==> src/rtl/demux1_8_16b_buf.sv <==
// ============================================================================
// demux1_8_16b_buf
// ----------------------------------------------------------------------------
// Buffered 1-to-8 demultiplexer for 16-bit operands. A single producer stream
// carrying a 3-bit destination select is steered into one of eight per-lane
// FIFOs. Each lane drains through its own valid/ready consumer handshake.
//
// Ports
//   clk        in   1         rising-edge clock
//   rst_n      in   1         asynchronous active-low reset
//   in_valid   in   1         producer presents in_data/in_sel
//   in_ready   out  1         selected lane can accept this cycle
//   in_data    in   W         operand to deliver
//   in_sel     in   3         destination lane 0..7
//   in_bcast   in   1         (DEMUX_BCAST_EN only) push into all 8 lanes
//   out_valid  out  8         lane i head entry valid
//   out_ready  in   8         consumer i takes head this cycle
//   out_data   out  8*W       lane i at [W*i +: W]; zero when lane is empty
//   lane_full  out  8         lane i holds LANE_DEPTH entries
//
// Configuration
//   DEMUX_BCAST_EN  when defined, adds in_bcast. A broadcast is accepted only
//                   when every lane can take a word, so lanes are never
//                   partially written.
// ============================================================================
module demux1_8_16b_buf #(
    parameter int OPERAND_WIDTH = 16,
    parameter int LANE_DEPTH    = 2,
    parameter int LANE_PTR_W    = 1
) (
    input  logic                       clk,
    input  logic                       rst_n,
    input  logic                       in_valid,
    output logic                       in_ready,
    input  logic [OPERAND_WIDTH-1:0]   in_data,
    input  logic [2:0]                 in_sel,
`ifdef DEMUX_BCAST_EN
    input  logic                       in_bcast,
`endif
    output logic [7:0]                 out_valid,
    input  logic [7:0]                 out_ready,
    output logic [8*OPERAND_WIDTH-1:0] out_data,
    output logic [7:0]                 lane_full
);

    localparam logic [LANE_PTR_W:0]   DEPTH_C = (LANE_PTR_W+1)'(LANE_DEPTH);
    localparam logic [LANE_PTR_W:0]   ONE_C   = (LANE_PTR_W+1)'(1);
    localparam logic [LANE_PTR_W-1:0] ONE_P   = LANE_PTR_W'(1);

    logic [7:0] lane_accept;
    logic [7:0] push;
    logic [7:0] pop;
    logic       bcast_sel;

`ifdef DEMUX_BCAST_EN
    assign bcast_sel = in_valid & in_bcast;
`else
    assign bcast_sel = 1'b0;
`endif

    // A full lane still accepts when its consumer drains the head in the
    // same cycle; the write lands in the slot being vacated.
    assign in_ready = bcast_sel ? (&lane_accept) : lane_accept[in_sel];

    for (genvar i = 0; i < 8; i++) begin : g_lane
        logic [LANE_PTR_W-1:0]    wr_ptr;
        logic [LANE_PTR_W-1:0]    rd_ptr;
        logic [LANE_PTR_W:0]      count;
        logic [OPERAND_WIDTH-1:0] mem [LANE_DEPTH];

        assign out_valid[i]   = (count != '0);
        assign lane_full[i]   = (count == DEPTH_C);
        assign lane_accept[i] = (count < DEPTH_C) | (out_ready[i] & lane_full[i]);
        assign pop[i]         = out_valid[i] & out_ready[i];
        assign push[i]        = in_valid & in_ready & (bcast_sel | (in_sel == 3'(i)));

        // Head is masked to zero when empty so stale storage never leaks out.
        assign out_data[OPERAND_WIDTH*i +: OPERAND_WIDTH] =
            out_valid[i] ? mem[rd_ptr] : '0;

        always_ff @(posedge clk or negedge rst_n) begin
            if (!rst_n) begin
                wr_ptr <= '0;
                rd_ptr <= '0;
                count  <= '0;
            end else begin
                if (push[i]) wr_ptr <= wr_ptr + ONE_P;
                if (pop[i])  rd_ptr <= rd_ptr + ONE_P;
                case ({push[i], pop[i]})
                    2'b10:   count <= count + ONE_C;
                    2'b01:   count <= count - ONE_C;
                    default: count <= count;
                endcase
            end
        end

        // Storage is not reset; count gates visibility of every entry.
        always_ff @(posedge clk) begin
            if (push[i]) mem[wr_ptr] <= in_data;
        end
    end

endmodule

==> config.mk <==
export PLATFORM = sky130hd
export DESIGN_NAME = demux1_8_16b_buf
export DESIGN_NICKNAME = d
export VERILOG_FILES = /design/src/rtl/demux1_8_16b_buf.sv
export SDC_FILE = /design/constraint.sdc
export NUM_CORES = 1
export LEC_CHECK = 0
export BUFFER_PORTS_ARGS = -buffer_cell sky130_fd_sc_hd__buf_2
export CORE_MARGIN = 2
export CORE_UTILIZATION = 35
export CTS_BUF_LIST = sky130_fd_sc_hd__clkbuf_2 sky130_fd_sc_hd__clkbuf_4 sky130_fd_sc_hd__clkbuf_8
export CTS_CLUSTER_SIZE = 14
export DETAILED_ROUTE_END_ITERATION = 12
export HOLD_SLACK_MARGIN = 0.1
export MAX_ROUTING_LAYER = met4
export PLACE_DENSITY = 0.63
export SLEW_MARGIN = 15
export SYNTH_ARGS = -nofsm -noshare
export SYNTH_HDL_FRONTEND = slang
export SYNTH_SLANG_ARGS = --single-unit
==> constraint.sdc <==
create_clock -name clk -period 3 [get_ports clk]
set_input_delay 0.6 -clock clk [delete_from_list [all_inputs] [get_ports clk]]
set_output_delay 0.6 -clock clk [all_outputs]
set_load 0.005 [all_outputs]
==> results by stage <==
Yosys:
- The synthesized netlist devotes under 10% of its cell area to simple gates.
- Synthesis produced a netlist with a net count of roughly 760.
- Synthesis inferred approximately 290 register bits.
- Summing every instance area after synthesis gives roughly 0.012 sq mm.
- The adder-cell area share of the yosys netlist is less than 1%.
- The count of warnings emitted by yosys is 0.
- The post-synthesis compound-gate area fraction is 0.8043%.
- In this run the mean area of a mapped cell was between 15 and 20 sq um.
- In the synthesized netlist, the number of instances is between 700 and 800.
- The portion of synthesized area spent on multiplexers is 11.13%.
- The xor and xnor area share after synthesis is under 10%.
- The count of unique library cells instantiated by Yosys is 29.
- The sequential fraction of the synthesis area is roughly three quarters.
- The main combinational cell family by area after synthesis is multiplexers.

Setup path:
- For flop-to-flop paths, the worst setup slack is slightly below 1 ns.
- The worst register-to-register path has a depth of 5.
- The worst register-to-register path begins at g_lane[4].count[0].
- The required time at the worst-slack endpoint is ~2.4 ns.
- The peak fanout along the critical path is 5.
- The kind of capture point of the worst setup path is an output port.
- The largest single stage delay on the critical path is ~0.52 ns.
- The worst setup path is of the reg2out kind.
- STA classifies the critical path startpoint as a flop.
- The family of cells with the greatest summed delay on the critical path is compound AO/OA/AOI/OAI gates.
- The critical path goes through o21ai_0, o31ai_1, o32ai_1, buf_2.
- The number of buffers and inverters on the critical path is 1.
- The arrival time of data at the critical path endpoint is ~2.1 ns.
- The slowest stage of the critical path is the o32ai_1 cell.
- In this run the critical register-to-register path is captured at g_lane[4].count[1].

Global routing:
- The overall global routing resource usage is between 15 and 20%.
- The largest net degree at the start of global routing is 33.
- The sum of overflow across all layers after global routing is 0.
- The first global-routing pass estimated just under 40000 um of wire.
- The initial antenna violation count is 4.
- The number of global-route vias before repair was approximately 6500.

Clocking:
- Post-CTS timing repair inserted 0 buffers for setup.
- The count of clock tree sinks is 288.
- The master cell of the clock root buffer is clkbuf_8.
- The cts-stage hold buffer count is 0.
- In this run, post-CTS repair resized a total of 0 instances.
- The H-tree depth is 2.
- TritonCTS built the clock tree.
- The later pin in the worst-skew pair is clocked with a latency of between 0.5 and 0.6 ns.
- Clock-pin slew was measured on the worst setup and hold paths at 0.06 ns.
- The TritonCTS buffer count is 47.
- The longest clock path from root to sink contains 3 buffers.

Placement:
- The count of buffers from port buffering is around 170.
- The HPWL reported at the end of detailed placement is 16530 um.
- The congestion estimate from routability-driven global placement came to just under 0.8.

Cells and area:
- Leaving out fill and tap cells, the most frequent cells in the layout are edfxtp_1, buf_2, nor2_1.
- The area growth from synthesis to layout is 20.12%.
- The most common library cell in the layout ignoring fill and taps is edfxtp_1.
- The fraction of final layout cells with drive strength greater than 1 is between 20% and 30%.
- In the final design database the tool counted between 900 and 1000 nets.

Power:
- Dividing total power by cell area gives a power density of ~880 mW/mm^2.
- The analysis attributes to cell leakage a power of roughly 5.5 nW.
- IR analysis of the VDD net gives a maximum drop of 425.6 uV.

Routing:
- The remaining design rule violation count is 0.
- The routed wire length is between 20000 and 30000 um.
- After the first detailed-routing iteration, the DRC count stood at around 330.
- The first detailed-routing pass took 4 iterations.
- The highest metal layer carrying signal wires in the routed design is met4.
- After detailed routing, the wire length on met1 is 11470 um.
- After detailed routing, the average wire length per cell comes to 18.94 um.
- The number of vias per cell after detailed routing is between 4 and 5.
- For this block, the via count after detailed routing is 6455.
- Once detail routing completed, the nets flagged for antenna violations numbered 0.
- Detailed routing placed a total of around 13000 um of wire on met2.
- Wire segments on met3 add up to approximately 2000 um in the final route.

Floorplan:
- The horizontal die dimension is about 190 um.
- The total I/O pin count is between 150 and 200.
- The die covers approximately 0.034 sq mm.
- The overall die height is approximately 190 um.
- The total number of placement rows is 66.
- The core area is around 0.032 sq mm.
- The initial core utilization is about 35%.

Timing:
- Setup violations remaining at the end of the flow were counted as 0.
- The final clock period utilization by the worst path is between 90% and 100%.
- The relative max-transition margin is 43.13%.
- For the pin with the worst max-slew slack, the measured transition is 0.8521 ns.
- The setup TNS is 0 ns.
- Setup repair after global routing left no endpoint under its margin.
- Timing would allow up to ~0.37 GHz.
- The clock arrives with between 0.015 and 0.02 ns of skew.
- The tightest hold margin is roughly 0.15 ns.
- The number of endpoints with negative hold slack in the final report is 0.
- The shortest period the worst path allows is between 2 and 3 ns.
- The final-report max-slew violation count is 0.

Hold path:
- The min-delay analysis places its worst path in the category in2async.

Status:
- The run finished with clean final reports.

Run:
- The tool flagged a number of max-cap violations equal to 0.
## kinds of logic after synthesis
family,after synthesis
flip-flops,288
buffers and inverters,52
AO/OA/AOI/OAI,14
adder cells (fa/ha/maj),8
multiplexers,128
AND/OR/NAND/NOR,195
XOR/XNOR,40
## worst max-delay path by stage
stage                            start  cells after the start                   to  slack (ns)
floorplan                    in_sel[0]                      5  g_lane[5].mem[1][0]        0.81
global placement          out_ready[0]                      6             in_ready        0.51
detailed placement        out_ready[0]                      6             in_ready        0.54
CTS                 g_lane[0].count[0]                      4             in_ready        0.21
global route        g_lane[0].count[0]                      4             in_ready        0.11
finish              g_lane[0].count[0]                      4             in_ready        0.27
## area by class of cell
class | count | area (sq um)
clock buffers | 69 | 837.1
multi-input cells | 385 | 2713
well taps | 442 | 553.0
flip-flops and latches | 288 | 8488
fillers | 2993 | 18630
clock inverters | 13 | 78.83
repair buffers | 200 | 1066
inverters | 22 | 82.58
diodes | 4 | 10.01
## synthesized netlist by cell type, drive strengths merged
cell type | instances | area share, %
nor2 | 166 | 5.6
a21boi | 1 | 0.065
o32ai | 1 | 0.076
a21oi | 1 | 0.043
dfrtp | 32 | 7.0
a21o | 1 | 0.076
o31ai | 1 | 0.065
xor2 | 16 | 1.2
buf | 30 | 2.0
ha | 8 | 0.87
nand2b | 3 | 0.16
o21ai | 5 | 0.22
nor2b | 14 | 1.0
edfxtp | 256 | 67
inv | 22 | 0.72
nand4 | 6 | 0.49
xnor2 | 24 | 1.9
mux2i | 128 | 11
nand3 | 6 | 0.39
o211ai | 4 | 0.26
## power breakdown
part	total [W]	internal (W)	switching, W	leakage, nW
Sequential	0.00503	0.00473	0.000304	2.68
Combinational	0.00380	0.00173	0.00208	2.37
Clock	0.00331	0.00186	0.00145	0.481
Total	0.0121	0.00831	0.00384	5.54
## flip-flops by register name, indices dropped and copies added, names as in the netlist
name           cells
g_lane.rd_ptr      8
g_lane.mem       256
g_lane.wr_ptr      8
g_lane.count      16
## metrics by stage
step / utilization, % / setup slack, ns / cell area [sq um] / std cells / total power (W)
2_1_floorplan: - / 0.8129 / 11510 / 725 / 0.007540
3_3_place_gp: 39.76 / 0.5134 / 12900 / 1337 / 0.008943
3_5_place_dp: 39.76 / 0.5386 / 12900 / 1337 / 0.008989
4_1_cts: 42.58 / 0.2091 / 13820 / 1419 / 0.01235
5_1_grt: 42.60 / 0.1149 / 13830 / 1422 / 0.01292
6_report: 42.61 / 0.2728 / 13830 / 1423 / 0.01215
## routing by layer
metal	global-route usage, %	vias to the layer above
li1	-	3056
met1	20.66	3160
met2	25.40	192
met3	3.598	47
met4	5.238	0
met5	-	-
No activity file was read; power rests on OpenSTA's default activity.
